$ cat config.mk
export PLATFORM = sky130hd
export DESIGN_NAME = alu_core
export DESIGN_NICKNAME = d
export VERILOG_FILES = /design/src/rtl/alu_pkg.sv /design/src/rtl/mul_iter.sv /design/src/rtl/alu_core.sv
export SDC_FILE = /design/constraint.sdc
export NUM_CORES = 1
export LEC_CHECK = 0
export ABC_AREA = 1
export CAP_MARGIN = 20
export CORE_MARGIN = 3
export CORE_UTILIZATION = 55
export DETAILED_ROUTE_END_ITERATION = 7
export DONT_BUFFER_PORTS = 1
export PLACE_DENSITY = 0.67
export SYNTH_ARGS = -nofsm -noshare
export SYNTH_HDL_FRONTEND = slang
export SYNTH_SLANG_ARGS = --single-unit
$ cat constraint.sdc
create_clock -name clk -period 6.2 [get_ports clk]
set_clock_uncertainty 0.2 [all_clocks]
set_input_delay 1.24 -clock clk [delete_from_list [all_inputs] [get_ports clk]]
set_output_delay 1.24 -clock clk [all_outputs]
set_load 0.01 [all_outputs]
$ cat src/rtl/alu_pkg.sv
// Shared definitions for the ALU core: op codes, status bit positions and FSM encoding.
package alu_pkg;

  typedef enum logic [2:0] {
    OP_ADD  = 3'b000,
    OP_SUB  = 3'b001,
    OP_AND  = 3'b010,
    OP_NOTB = 3'b011,
    OP_MUL  = 3'b100
  } op_e;

  localparam int unsigned STAT_Z = 0;
  localparam int unsigned STAT_N = 1;
  localparam int unsigned STAT_V = 2;

  typedef logic [0:0] state_t;
  localparam state_t ST_IDLE     = 1'b0;
  localparam state_t ST_MUL_BUSY = 1'b1;

  function automatic logic [2:0] pack_status(input logic v, input logic n, input logic z);
    logic [2:0] s;
    s         = '0;
    s[STAT_V] = v;
    s[STAT_N] = n;
    s[STAT_Z] = z;
    return s;
  endfunction

endpackage

$ cat src/rtl/mul_iter.sv
// Iterative shift-add unsigned multiplier: one multiplier bit per cycle after a latch cycle.
module mul_iter #(
  parameter int unsigned WIDTH = 16
) (
  input  logic               clk,
  input  logic               rst,
  input  logic               start_i,
  input  logic [WIDTH-1:0]   a_i,
  input  logic [WIDTH-1:0]   b_i,
  output logic               done_o,
  output logic [2*WIDTH-1:0] prod_o
);

  localparam int unsigned CW = $clog2(WIDTH);
  localparam logic [CW-1:0] LAST = CW'(WIDTH - 1);

  logic [WIDTH-1:0]   a_q, b_q;
  logic [2*WIDTH-1:0] acc_q, acc_d, pp;
  logic [CW-1:0]      cnt_q;
  logic               busy_q;
  logic               last;

  always_comb begin
    pp = '0;
    if (b_q[cnt_q]) pp = {{WIDTH{1'b0}}, a_q} << cnt_q;
    acc_d = acc_q + pp;
  end

  assign last = busy_q && (cnt_q == LAST);
  // The final sum is exposed combinationally so the core can load it on the last iteration edge.
  assign done_o = last;
  assign prod_o = acc_d;

  always_ff @(posedge clk or posedge rst) begin
    if (rst) begin
      a_q    <= '0;
      b_q    <= '0;
      acc_q  <= '0;
      cnt_q  <= '0;
      busy_q <= 1'b0;
    end else if (start_i) begin
      a_q    <= a_i;
      b_q    <= b_i;
      acc_q  <= '0;
      cnt_q  <= '0;
      busy_q <= 1'b1;
    end else if (busy_q) begin
      acc_q <= acc_d;
      if (last) busy_q <= 1'b0;
      else      cnt_q  <= cnt_q + 1'b1;
    end
  end

endmodule

$ cat src/rtl/alu_core.sv
// Registered, handshaked ALU: single-cycle ADD/SUB/AND/NOTB plus an iterative MUL.
module alu_core
  import alu_pkg::*;
#(
  parameter int unsigned WIDTH = 16
) (
  input  logic             clk,
  input  logic             reset,
  input  logic             in_valid,
  output logic             in_ready,
  input  logic [2:0]       op,
  input  logic [WIDTH-1:0] Ain,
  input  logic [WIDTH-1:0] Bin,
  output logic             out_valid,
  input  logic             out_ready,
  output logic [WIDTH-1:0] computedValue,
  output logic [2:0]       status
);

  state_t             state_q, state_d;
  logic               out_valid_q, out_valid_d;
  logic [WIDTH-1:0]   result_q, result_d;
  logic [2:0]         status_q, status_d;

  logic               accept, is_mul, is_sub;
  logic               load_sc, load_mul, mul_done;
  logic [2*WIDTH-1:0] mul_prod;
  logic [WIDTH-1:0]   b_eff, sc_res;
  logic [WIDTH:0]     sum_ext;
  logic               add_ovf, sc_v;
  op_e                op_sel;

  assign op_sel   = op_e'(op);
  assign in_ready = (state_q == ST_IDLE) && (!out_valid_q || out_ready);
  assign accept   = in_valid && in_ready;
  assign is_mul   = (op_sel == OP_MUL);
  assign is_sub   = (op_sel == OP_SUB);

  // One adder serves both ADD and SUB (A + ~B + 1).
  assign b_eff   = is_sub ? ~Bin : Bin;
  assign sum_ext = {1'b0, Ain} + {1'b0, b_eff} + {{WIDTH{1'b0}}, is_sub};
  assign add_ovf = (Ain[WIDTH-1] ^ b_eff[WIDTH-1] ^ sum_ext[WIDTH-1]) ^ sum_ext[WIDTH];

  always_comb begin
    sc_res = '0;
    sc_v   = 1'b0;
    case (op_sel)
      OP_ADD, OP_SUB: begin
        sc_res = sum_ext[WIDTH-1:0];
        sc_v   = add_ovf;
      end
      OP_AND:  sc_res = Ain & Bin;
      OP_NOTB: sc_res = ~Bin;
      default: sc_res = '0;
    endcase
  end

  mul_iter #(.WIDTH(WIDTH)) u_mul (
    .clk     (clk),
    .rst     (reset),
    .start_i (accept && is_mul),
    .a_i     (Ain),
    .b_i     (Bin),
    .done_o  (mul_done),
    .prod_o  (mul_prod)
  );

  assign load_sc  = accept && !is_mul;
  assign load_mul = (state_q == ST_MUL_BUSY) && mul_done;

  always_comb begin
    state_d     = state_q;
    result_d    = result_q;
    status_d    = status_q;
    out_valid_d = out_valid_q;
    if (out_ready) out_valid_d = 1'b0;
    if (load_sc) begin
      result_d    = sc_res;
      status_d    = pack_status(sc_v, sc_res[WIDTH-1], sc_res == '0);
      out_valid_d = 1'b1;
    end
    if (accept && is_mul) state_d = ST_MUL_BUSY;
    if (load_mul) begin
      result_d    = mul_prod[WIDTH-1:0];
      status_d    = pack_status(|mul_prod[2*WIDTH-1:WIDTH], mul_prod[WIDTH-1],
                                mul_prod[WIDTH-1:0] == '0);
      out_valid_d = 1'b1;
      state_d     = ST_IDLE;
    end
  end

  always_ff @(posedge clk or posedge reset) begin
    if (reset) begin
      state_q     <= ST_IDLE;
      out_valid_q <= 1'b0;
      result_q    <= '0;
      status_q    <= '0;
    end else begin
      state_q     <= state_d;
      out_valid_q <= out_valid_d;
      result_q    <= result_d;
      status_q    <= status_d;
    end
  end

  assign out_valid     = out_valid_q;
  assign computedValue = result_q;
  assign status        = status_q;

endmodule

# [Word-level counts from Yosys, hierarchy flattened]
# Index checks and enable logic that the tools add are counted.
[op_classes] eq_ne=6 shift=1 n_mux=23 addsub=4 reduce_logical=19 n_bitwise=6 order_cmp=1
[ops] operator="32-bit 2-to-1 mux" n=3
[ops] operator="16-bit 2-to-1 mux" n=3
[ops] operator="16-bit case mux with 3 select lines" n=1
[ops] operator="32-bit adder" n=1
[ops] operator="16-bit zero test" n=2
[ops] operator="16-bit by 4-bit left shift with 32-bit output" n=1
[ops] operator="16-bit by 16-bit adder with 17-bit output" n=1
[ops] operator="17-bit by 1-bit adder with 17-bit output" n=1
[ops] operator="16-bit AND" n=1
[ops] operator="16-bit NOT" n=1
[ops] operator="16-bit OR reduction" n=1
[ops] operator="4-bit 2-to-1 mux" n=3
[ops] operator="1-bit 2-to-1 mux" n=10
[ops] operator="3-bit by 2-bit == test with 1-bit output (second input constant)" n=2
[ops] operator="1-bit logical AND" n=6
[ops] operator="3-bit 2-to-1 mux" n=2
[ops] operator="2-bit nonzero test" n=3
[ops] operator="4-bit by 5-bit < comparator with 1-bit output (second input constant)" n=1
[ops] operator="4-bit by 1-bit adder with 4-bit output (second input constant)" n=1
[ops] operator="1-bit binary-select mux with 4-bit select" n=1
[ops] operator="4-bit == test (second input constant)" n=1
[ops] operator="3-bit by 1-bit == test with 1-bit output (second input constant)" n=1
[ops] operator="3-bit == test (second input constant)" n=1
[ops] operator="3-bit zero test" n=1
[ops] operator="other kinds (8)" n=11
[totals] ff_bits=90 in_bits=39

# [Logic depth before layout (Yosys ltp)]
# Gate-level depths: netlist (run 1).
[logic_depth] word_depth=9 mapped_depth=31 ltp_nobuf=29

# [Cells and area by module]
# Synthesis (run 1) repeated with hierarchy kept, for this count alone.
[hier_totals] cells_unflattened=1444 hier_area_um2=8705.8
[modules_own_cells] mod="mul_iter" area_each_um2=6203.4 instances=1 cells_per_inst=1034 seq_area_each_um2=1726.7
[modules_own_cells] mod="alu_core" area_each_um2=2502.4 instances=1 cells_per_inst=410 seq_area_each_um2=500.5

# [Least setup slack after synthesis (run 1)]
# OpenSTA, ideal clock, no wires.
[synth_path] path_kind="input port to flip-flop" startpoint="input op[2]" endpoint="register status_q[0] (netlist: status[0])" arrival_ns=3.601 t_required_ns=5.923 setup_slack_ns=2.321 path_buffers=2 path_stages=17 cell_sequence="nor2_4 -> buf_2 -> nand2_1 -> buf_2 -> xnor2_1 -> ha_1 -> nand2_1 -> inv_1 -> a21oi_1 -> inv_1 -> a21oi_1 -> nand3_1 -> nand3_1 -> nand3_1 -> nor2_1 -> nand3_1 -> a21oi_1"
[synth_via] elab_chain_cells=8 elab_cells_between_ends=16 cone_classes="2 x add/sub; 4 x eq/ne; 4 x mux; 6 x reduce/logical"
[synth_rtl] item="start, declared" line_no="alu_core.sv:11" rtl="input logic [2:0] op,"
[synth_rtl] item="3-bit by 1-bit == test with 1-bit output" line_no="alu_core.sv:37, alu_core.sv:47"
[synth_rtl] item="16-bit 2-to-1 mux" line_no="alu_core.sv:40" rtl="assign b_eff = is_sub ? ~Bin : Bin;"
[synth_rtl] item="16-bit by 16-bit adder with 17-bit output" line_no="alu_core.sv:41" rtl="assign sum_ext = {1'b0, Ain} + {1'b0, b_eff} + {{WIDTH{1'b0}}, is_sub};"
[synth_rtl] item="17-bit by 1-bit adder with 17-bit output" line_no="alu_core.sv:41"
[synth_rtl] item="16-bit case mux with 3 select lines" line_no="alu_core.sv:47" rtl="case (op_sel)"
[synth_rtl] item="16-bit zero test" line_no="alu_core.sv:79" rtl="status_d = pack_status(sc_v, sc_res[WIDTH-1], sc_res == '0);"
[synth_rtl] item="3-bit 2-to-1 mux" line_no="alu_core.sv:77" rtl="if (load_sc) begin"
[synth_rtl] item="3-bit 2-to-1 mux" line_no="alu_core.sv:83" rtl="if (load_mul) begin"
[synth_rtl] item="end signal, assigned" line_no="alu_core.sv:102" rtl="status_q <= status_d;"
[synth_rtl] item="end, declared" line_no="alu_core.sv:23" rtl="logic [2:0] status_q, status_d;"
# Several ways; a longest one is shown, not always the timed one. The select of a mux whose other input is x is not followed.
# A chain may end at the register's enable or synchronous reset.

# [Worst setup path after layout (run 1)]
[layout_path] startpoint="register u_mul.cnt_q[0]" endpoint="register status_q[0] (netlist: status[0])"
[layout_via] elab_chain_cells=6 elab_cells_between_ends=11 cone_classes="1 x add/sub; 1 x eq/ne; 1 x shift; 4 x mux; 4 x reduce/logical"
[layout_rtl] item="start, declared" line_no="mul_iter.sv:19" rtl="logic [CW-1:0] cnt_q;"
[layout_rtl] item="start signal, assigned" line_no="mul_iter.sv:50" rtl="else cnt_q <= cnt_q + 1'b1;"
[layout_rtl] item="1-bit binary-select mux with 4-bit select" line_no="mul_iter.sv:25" rtl="if (b_q[cnt_q]) pp = {{WIDTH{1'b0}}, a_q} << cnt_q;"
[layout_rtl] item="1-bit 2-to-1 mux (implied by the code)" line_no="mul_iter.sv:25"
[layout_rtl] item="32-bit 2-to-1 mux" line_no="mul_iter.sv:25"
[layout_rtl] item="32-bit adder" line_no="mul_iter.sv:26" rtl="acc_d = acc_q + pp;"
[layout_rtl] item="16-bit zero test" line_no="alu_core.sv:86" rtl="mul_prod[WIDTH-1:0] == '0);"
[layout_rtl] item="3-bit 2-to-1 mux" line_no="alu_core.sv:83"
# Several ways; a longest one is shown, not always the timed one. The select of a mux whose other input is x is not followed.

==> impl_metrics.toml, run 1 <==
[synth]
ys_top_cells_by_area = "dfrtp_1 (26%), nand2_1 (22%), inv_1 (11%)"
synth_area_per_cell_sq_um = 5.99
synth_cell_types = 39
syn-instance-count = 1438
synth-seq-cells = 89
async_reset_ff_share_pct = 100
synth_edf_count = 0
yosysWarningCount = 0
synth_top_area_share_pct = 25.9
synth_top_cell_by_area = "dfrtp_1"
ys_seq_area_share_pct = 25.9
synth_ff_type = "dfrtp_1"
synth_area_sq_um = 8610
syn_nets = 1527

[pwr]
cellPowerDensity_nw_per_um2 = 552
power.switching_w = 0.00285
p_leak_nw = 5.02
pwr-share-seq_pct = 22.7
power_frac_comb_pct = 66.1
sw_frac_of_total_pct = 57.2
p_int_w = 0.00214
clkPwrFrac_pct = 11.2
peakVddDrop_mv = 0.308

[worst_setup_path]
rr_startpoint = "u_mul.cnt_q[0]$_DFFE_PP0P_"
start_kind = "flop"
cp_max_fo = 39
critPathBufInv = 5
worst-r2r-cell-count = 21
cp.arrival_ns = 5.26
path_cells = "inv_1 > o21ai_0 > o21ai_0 > nand3_1 > nand3_2 > o211ai_1 > inv_1 > ha_1 > nand2_1 > inv_2 > nand2_2 > inv_1 > nand2_1 > nand2_1 > inv_1 > nand2_1 > xnor2_1 > nand3_1 > nor2_1 > nor2_1 > a21oi_1"
worstSetupEndpointType = "flop"
r2r_end = "status[0]$_DFFE_PP0P_"
critical_path_class = "reg -> reg"
crit_required_ns = 6.28
critPathSlowestCell = "dfrtp_1"
r2r_slack_ns = 1.02
path_delay_family = "simple AND/OR/NAND/NOR gates"
cpPeakStageDelay_ns = 1.04

[sta]
setup_viol = 0
slew_headroom_pct = 30.5
finalHoldViolCount = 0
worstMarginPinSlew_ns = 1.04
finalMaxSlewViolations = 0
finalSetupTns_ns = 0
period_share_pct = 83.5
fmax_ghz = 0.193
rsz0062_at_grt = "false"
fin_ws_ns = 1.02
period_needed_ns = 5.18

[drt]
finalWirelength_um = 28300
vias = 9072
via_per_inst = 5.56
drtIter0Drc = 965
wl_per_cell_um = 17.4
ant_nets = 0
route.detailed.drc = 0
first_pass_iters = 5

[placed_design]
place.detailed.hpwl_um = 22700
dp_slack_ns = 1.22
place_congestion = 1.06
numPortBuffers = 0

[run]
cap_violations = 0

[cells_and_area]
final_cell_mix = "nand2_1 (506), inv_1 (241), o21ai_0 (116), nor2_1 (109), dfrtp_1 (89)"
finalNetCount = 1504
multiInputGateArea_sq_um = 5280
area_delta_synth_final_pct = 5.07
layout.cells.most_common = "nand2_1"
finalCoreUtilization_pct = 59.3
fillers = 1548
antennaDiodeCount = 0
seqCellArea_sq_um = 2230
drive_above_1_share_pct = 4.08

[min_path]
worstHoldPathType = "reg -> reg"
worstHoldStart = "u_mul.b_q[12]$_DFFE_PP0P_"
holdPathStages = 2
whs_endpoint = "u_mul.b_q[12]$_DFFE_PP0P_"

[clock_network]
clk_latency_ns = 0.36
hold_buffers = 0
cts_root_buffer = "clkbuf_16"
cts_tree = "yes"
cts.sinks = 89
cts_resized = 0
cts_buffer_depth = 2
cts_setup_buffers = 0
cts_made_buffers = 9
clk_pin_slew_ns = 0.07
htreeDepth = 3

[floorplan]
io_pins = 60
die_area_sq_um = 17200
fp.coreArea_sq_um = 15300
row_count = 45
die_w_um = 131
initial_core_util_pct = 56.5
chipHeight_um = 131

[global_routing]
grt-ovfl-total = 0
grt_max_degree = 67
antenna_found_initial = 0
grt_pass1_wl_um = 44700
grt.total_usage_pct = 32.5
grt_pass1_vias = 8357

[outcome]
status = "completed"
-- stage by stage --
stage	total power (W)	area, sq um	cells	hold WS (ns)
floorplan	0.00342	8610	1438	0.237
global placement	0.00434	8750	1615	0.260
detailed placement	0.00433	8750	1615	0.270
CTS	0.00491	9050	1631	0.288
global route	0.00544	9050	1631	0.299
finish	0.00499	9050	1631	0.283
-- layer usage --
metal | part of all wire [%] | track usage [%]
met3 | 9.9 | 8.96
met1 | 46 | 47.3
met5 | 0 | 0
met2 | 42 | 47.2
met4 | 2.5 | 9.16
-- tightest hold or removal path, stage by stage (launching register included) --
cell	delay, ns
dfrtp_1	0.35
nand2_1	0.06
nand2_1	0.05
-- worst max path at each step --
stage                                    start                     to  slack, ns  cells past startpoint
finish              u_mul.cnt_q[0]$_DFFE_PP0P_  status[0]$_DFFE_PP0P_       1.02                     21
global route        u_mul.cnt_q[0]$_DFFE_PP0P_  status[0]$_DFFE_PP0P_       0.59                     21
CTS                 u_mul.cnt_q[0]$_DFFE_PP0P_  status[0]$_DFFE_PP0P_       1.19                     21
detailed placement  u_mul.cnt_q[0]$_DFFE_PP0P_  status[0]$_DFFE_PP0P_       1.22                     21
global placement    u_mul.cnt_q[0]$_DFFE_PP0P_  status[0]$_DFFE_PP0P_       1.18                     22
floorplan                                op[2]  status[0]$_DFFE_PP0P_       2.32                     17
-- cell type report --
class                      count  area share (%)
multi-input combinational   1060            58.4
sequential                    89            24.6
inverter                     250            10.4
tap                          211            2.92
clock buffer                   9            2.49
clock inverter                 7           0.802
timing repair buffer           5           0.415
-- synth_stat cells (17+ instances only) --
library cell,count
nand4_1,18
o21ai_0,116
clkbuf_1,18
buf_2,18
dfrtp_1,89
xnor2_1,17
nor2_1,110
a22o_1,18
ha_1,48
nand2_1,506
inv_1,242
a21oi_1,51
nand3_1,81
-- kinds of logic (layout without fill, tap and decap cells) --
kind of cell,Yosys count,count (layout),synth area share (%)
multiplexers,1,1,0.116
flip-flops,89,89,25.9
AND/OR/NAND/NOR,762,762,36.5
adder cells (fa/ha/maj),50,50,7.44
AO/OA/AOI/OAI,222,222,14.6
XOR/XNOR,25,25,2.54
buffers and inverters,289,271,12.9
-- sequential cells by signal (all words and copies together), names as in the netlist --
name,count
u_mul.busy_q,1
out_valid,1
u_mul.a_q,16
u_mul.b_q,16
computedValue,15
u_mul.cnt_q,4
u_mul.acc_q,32
state_q,1
status,3
-- power groups by stage --
| stage | logic (W) | registers [W] | clock network (W) |
|---|---|---|---|
| 2_1_floorplan | 0.00244 | 0.000983 | 0 |
| 3_3_place_gp | 0.00321 | 0.00113 | 0 |
| 3_5_place_dp | 0.00319 | 0.00114 | 0 |
| 4_1_cts | 0.00322 | 0.00113 | 0.000568 |
| 5_1_grt | 0.00367 | 0.00117 | 0.000591 |
| 6_report | 0.00330 | 0.00113 | 0.000561 |
Note: power is estimated with default switching activity, not from simulation.
==> run 2, diff against run 1 <==
==> constraint.sdc (replaced) <==
create_clock -name clk -period 5.2 [get_ports clk]
set_clock_uncertainty 0.2 [all_clocks]
set_input_delay 1.04 -clock clk [delete_from_list [all_inputs] [get_ports clk]]
set_output_delay 1.04 -clock clk [all_outputs]
set_load 0.01 [all_outputs]
==> impl_metrics.toml, run 2 (synthesis gave the netlist of run 1 again) <==
[clock_network]
cts_tree = "yes"
cts.sinks = 89
cts_root_buffer = "clkbuf_16"
cts_setup_buffers = 0
hold_buffers = 0
cts_resized = 0
clk_latency_ns = 0.36
cts_buffer_depth = 2
clk_pin_slew_ns = 0.07
cts_made_buffers = 9
htreeDepth = 3

[sta]
worstMarginPinSlew_ns = 1.06
fmax_ghz = 0.215
period_needed_ns = 4.66
finalHoldViolCount = 0
rsz0062_at_grt = "false"
slew_headroom_pct = 29.3
finalSetupTns_ns = 0
setup_viol = 0
hold_slack_ns = 0.294
period_share_pct = 89.6
finalMaxSlewViolations = 0

[floorplan]
initial_core_util_pct = 56.5
chipHeight_um = 131
die_w_um = 131
row_count = 45
fp.coreArea_sq_um = 15300
die_area_sq_um = 17200
io_pins = 60

[worst_setup_path]
path_cells = "buf_12 > nand2_1 > o211ai_1 > nand3_1 > nand3_1 > nand3_2 > o211ai_1 > inv_1 > ha_1 > nand2_1 > inv_2 > nand2_1 > nand2_1 > nand2_1 > nand2_1 > inv_1 > nand2_1 > xnor2_1 > nand3_1 > nor2_1 > nor2_1 > a21oi_1"
r2r_slack_ns = 0.54
cp_common_cell = "nand2_1"
critical_path_class = "reg -> reg"
worstSetupEndpointType = "flop"
worst-r2r-cell-count = 22
crit_required_ns = 5.28
start_kind = "flop"
path_depth = 22
cp.arrival_ns = 4.74
critPathLaunch = "u_mul.cnt_q[0]$_DFFE_PP0P_"
critPathBufInv = 4
cpPeakStageDelay_ns = 0.64
critPathSlowestCell = "dfrtp_1"
critPathCapture = "status[0]$_DFFE_PP0P_"
cp_max_fo = 30
rr_startpoint = "u_mul.cnt_q[0]$_DFFE_PP0P_"
r2r_end = "status[0]$_DFFE_PP0P_"
path_delay_family = "simple AND/OR/NAND/NOR gates"

[global_routing]
antenna_found_initial = 2
grt_pass1_wl_um = 44300
grt-ovfl-total = 0
grt.total_usage_pct = 32.3
grt_pass1_vias = 8088
grt_max_degree = 57

[cells_and_area]
drive_above_1_share_pct = 4.62
layout.cells.most_common = "nand2_1"
top_register = "u_mul.acc_q"
antennaDiodeCount = 0
fillers = 1554
area_delta_synth_final_pct = 6.22
final_cell_mix = "nand2_1 (506), inv_1 (241), o21ai_0 (116), nor2_1 (109), dfrtp_1 (89)"
finalNetCount = 1512
reg.largest.list = "u_mul.acc_q x32, u_mul.a_q x16, u_mul.b_q x16"
largest_reg_flops = 32

[drt]
finalWirelength_um = 28300
route.detailed.drc = 0
ant_nets = 0
via_per_inst = 5.43
first_pass_iters = 6
wl_per_cell_um = 17.3
drtIter0Drc = 1062
vias = 8905

[run]
cap_violations = 0

[placed_design]
place_congestion = 0.995
numPortBuffers = 0
place.detailed.hpwl_um = 22600

[pwr]
cellPowerDensity_nw_per_um2 = 658
p_int_w = 0.00267
clkPwrFrac_pct = 12.2
pwr-share-seq_pct = 21.6
power_frac_comb_pct = 66.2
power.switching_w = 0.00335
sw_frac_of_total_pct = 55.6
p_leak_nw = 5.08
peakVddDrop_mv = 0.339

[min_path]
worstHoldStart = "u_mul.acc_q[0]$_DFFE_PP0P_"
worstHoldPathType = "reg -> reg"
holdPathStages = 2

[outcome]
status = "completed"
run 2: per-stage QoR:
step / util (%) / power [W] / instance area [sq um] / instances / setup slack [ns]
6_report: 60.0 / 0.00602 / 9150 / 1639 / 0.541
4_1_cts: 60.0 / 0.00595 / 9150 / 1639 / 0.606
3_5_place_dp: 57.8 / 0.00519 / 8830 / 1623 / 0.657
2_1_floorplan: - / 0.00408 / 8610 / 1438 / 1.52
3_3_place_gp: 57.8 / 0.00518 / 8830 / 1623 / 0.666
5_1_grt: 60.0 / 0.00656 / 9150 / 1639 / 0.160
run 2: layout make-up:
type	instances	area, sq um	share of cell area (%)
clock buffer	9	225	2.46
clock inverter	7	98.8	1.08
inverter	250	941	10.3
multi-input combinational	1060	5280	57.7
sequential	89	2230	24.3
tap	211	264	2.89
timing repair buffer	13	110	1.20
run 2: metal layers:
metal	vias up	GRT usage, %	share of wire [%]
met5	-	0	0.095
met4	4	8.34	2.0
met3	46	7.24	9.4
met2	347	48.2	42
met1	4005	47.6	47
li1	4503	-	-
run 2: worst min-delay path by stage:
stage | to | slack, ns
after floorplan | u_mul.b_q[15]$_DFFE_PP0P_ | 0.24
after global placement | u_mul.acc_q[0]$_DFFE_PP0P_ | 0.27
after detailed placement | u_mul.acc_q[2]$_DFFE_PP0P_ | 0.28
after CTS | u_mul.acc_q[2]$_DFFE_PP0P_ | 0.30
after global routing | u_mul.acc_q[2]$_DFFE_PP0P_ | 0.33
final | u_mul.acc_q[0]$_DFFE_PP0P_ | 0.29
run 2: power by group through the flow:
stage	Combinational (W)	Sequential (W)	Clock, W
2_1_floorplan	0.00291	0.00117	0
3_3_place_gp	0.00388	0.00130	0
3_5_place_dp	0.00388	0.00130	0
4_1_cts	0.00391	0.00130	0.000740
5_1_grt	0.00446	0.00134	0.000768
6_report	0.00398	0.00130	0.000737
run 2: worst min-delay path: stages, from the launching register on:
cell	delay (ns)
dfrtp_1	0.35
nand2_1	0.06
o21ai_0	0.06
==> run 3, diff against run 2 <==
--- a/config.mk
+++ b/config.mk
@@ -12,6 +12,7 @@
 export DETAILED_ROUTE_END_ITERATION = 7
 export DONT_BUFFER_PORTS = 1
 export PLACE_DENSITY = 0.67
+export RECOVER_POWER = 100
 export SYNTH_ARGS = -nofsm -noshare
 export SYNTH_HDL_FRONTEND = slang
 export SYNTH_SLANG_ARGS = --single-unit
==> impl_metrics.toml, run 3 (synthesis gave the netlist of run 1 again) <==
[clock_network]
htreeDepth = 3
cts_tree = "yes"
cts.sinks = 89
hold_buffers = 0
clk_pin_slew_ns = 0.07
clk_latency_ns = 0.36
cts_root_buffer = "clkbuf_16"
cts_resized = 0
cts_made_buffers = 9
cts_buffer_depth = 2
cts_setup_buffers = 0

[cells_and_area]
seqCellArea_sq_um = 2230
finalCoreUtilization_pct = 59.7
antennaDiodeCount = 0
fillers = 1562
multiInputGateArea_sq_um = 5260
area_delta_synth_final_pct = 5.80
final_cell_mix = "nand2_1 (507), inv_1 (243), o21ai_0 (116), nor2_1 (112), dfrtp_1 (89)"
reg.largest.list = "u_mul.acc_q x32, u_mul.a_q x16, u_mul.b_q x16"
final_area_sq_um = 9110
top_register = "u_mul.acc_q"
drive_above_1_share_pct = 3.78
largest_reg_flops = 32
layout.cells.most_common = "nand2_1"
finalNetCount = 1512

[min_path]
holdPathStages = 2
worstHoldPathType = "reg -> reg"

[floorplan]
die_w_um = 131
io_pins = 60
row_count = 45
chipHeight_um = 131
die_area_sq_um = 17200
fp.coreArea_sq_um = 15300
initial_core_util_pct = 56.5

[sta]
slew_headroom_pct = -74.1
rsz0062_at_grt = "false"
fmax_ghz = 0.209
period_share_pct = 91.9
fin_ws_ns = 0.422
hold_slack_ns = 0.294
finalSetupTns_ns = 0
setup_viol = 0
finalMaxSlewViolations = 111
period_needed_ns = 4.78
worstMarginPinSlew_ns = 2.60
finalHoldViolCount = 0

[drt]
ant_nets = 0
first_pass_iters = 6
via_per_inst = 5.47
vias = 8958
drtIter0Drc = 1025
wl_per_cell_um = 17.3
route.detailed.drc = 0
finalWirelength_um = 28400

[placed_design]
dp_slack_ns = 0.657
place_congestion = 0.995
place_area_sq_um = 8830
numPortBuffers = 0
place.detailed.hpwl_um = 22600

[global_routing]
grt_pass1_vias = 8088
grt-ovfl-total = 0
grt_pass1_wl_um = 44300
grt.total_usage_pct = 32.3
antenna_found_initial = 2
grt_max_degree = 57

[worst_setup_path]
worst-r2r-cell-count = 22
cp.arrival_ns = 4.85
critical_path_class = "reg -> reg"
worstSetupEndpointType = "flop"
cp_max_fo = 30
start_kind = "flop"
crit_required_ns = 5.28

[pwr]
cellPowerDensity_nw_per_um2 = 660
p_leak_nw = 5.05
peakVddDrop_mv = 0.340

[outcome]
status = "finished, violations left"
violations = "capacitance limit, slew limit"

[run]
cap_violations = 3
## run 3: final cells by class
type / count / share of cell area, %
Clock buffer: 9 / 2.47
Clock inverter: 7 / 1.08
Sequential cell: 89 / 24.4
Inverter: 250 / 10.3
Tap cell: 211 / 2.90
Timing Repair Buffer: 13 / 1.08
Multi-Input combinational cell: 1060 / 57.7
## run 3: layer usage
metal  up-vias  GRT usage [%]  routed length (um)  share of wire, %
met5         -              0                  27             0.095
li1       4492              -                   -                 -
met2       344           48.2               12000                42
met4         4           8.34                 505               1.8
met3        40           7.24                2470               8.7
met1      4078           47.6               13400                47
## run 3: final timing paths
kind,to,slack (ns),from
setup / recovery,status[0]$_DFFE_PP0P_,0.42,u_mul.cnt_q[0]$_DFFE_PP0P_
hold / removal,u_mul.acc_q[0]$_DFFE_PP0P_,0.29,u_mul.acc_q[0]$_DFFE_PP0P_
setup reg to reg,status[0]$_DFFE_PP0P_,0.42,u_mul.cnt_q[0]$_DFFE_PP0P_
hold reg to reg,u_mul.acc_q[0]$_DFFE_PP0P_,0.29,u_mul.acc_q[0]$_DFFE_PP0P_
max in group asynchronous,computedValue[4]$_DFFE_PP0P_,0.94,reset
min in group asynchronous,u_mul.a_q[12]$_DFFE_PP0P_,1.08,reset
## run 3: report_power, final
group | leakage (nW) | internal (W) | switching, W
logic | 3.78 | 0.00124 | 0.00274
clock network | 0.157 | 0.000426 | 0.000314
registers | 1.11 | 0.00100 | 0.000295
total | 5.05 | 0.00267 | 0.00334
## run 3: worst max-delay path, cell delays in order, from the launching register on
cell      delay, ns
dfrtp_1        0.65
buf_12         0.23
nand2_1        0.07
o211ai_1       0.08
nand3_1        0.10
nand3_1        0.24
nand3_2        0.43
o211ai_1       0.37
inv_1          0.11
ha_1           0.37
nand2_1        0.21
clkinv_1       0.09
nand2_1        0.07
nand2_1        0.07
nand2_1        0.09
nand2_1        0.12
inv_1          0.07
nand2_1        0.13
xnor2_1        0.48
nand3_1        0.13
nor2_1         0.13
nor2_1         0.06
a21oi_1        0.20
## run 3: metrics by stage
stage / std cells / total power, W
floorplan: 1438 / 0.00408
detailed placement: 1623 / 0.00519
CTS: 1639 / 0.00595
global placement: 1623 / 0.00518
finish: 1639 / 0.00601
global route: 1639 / 0.00655
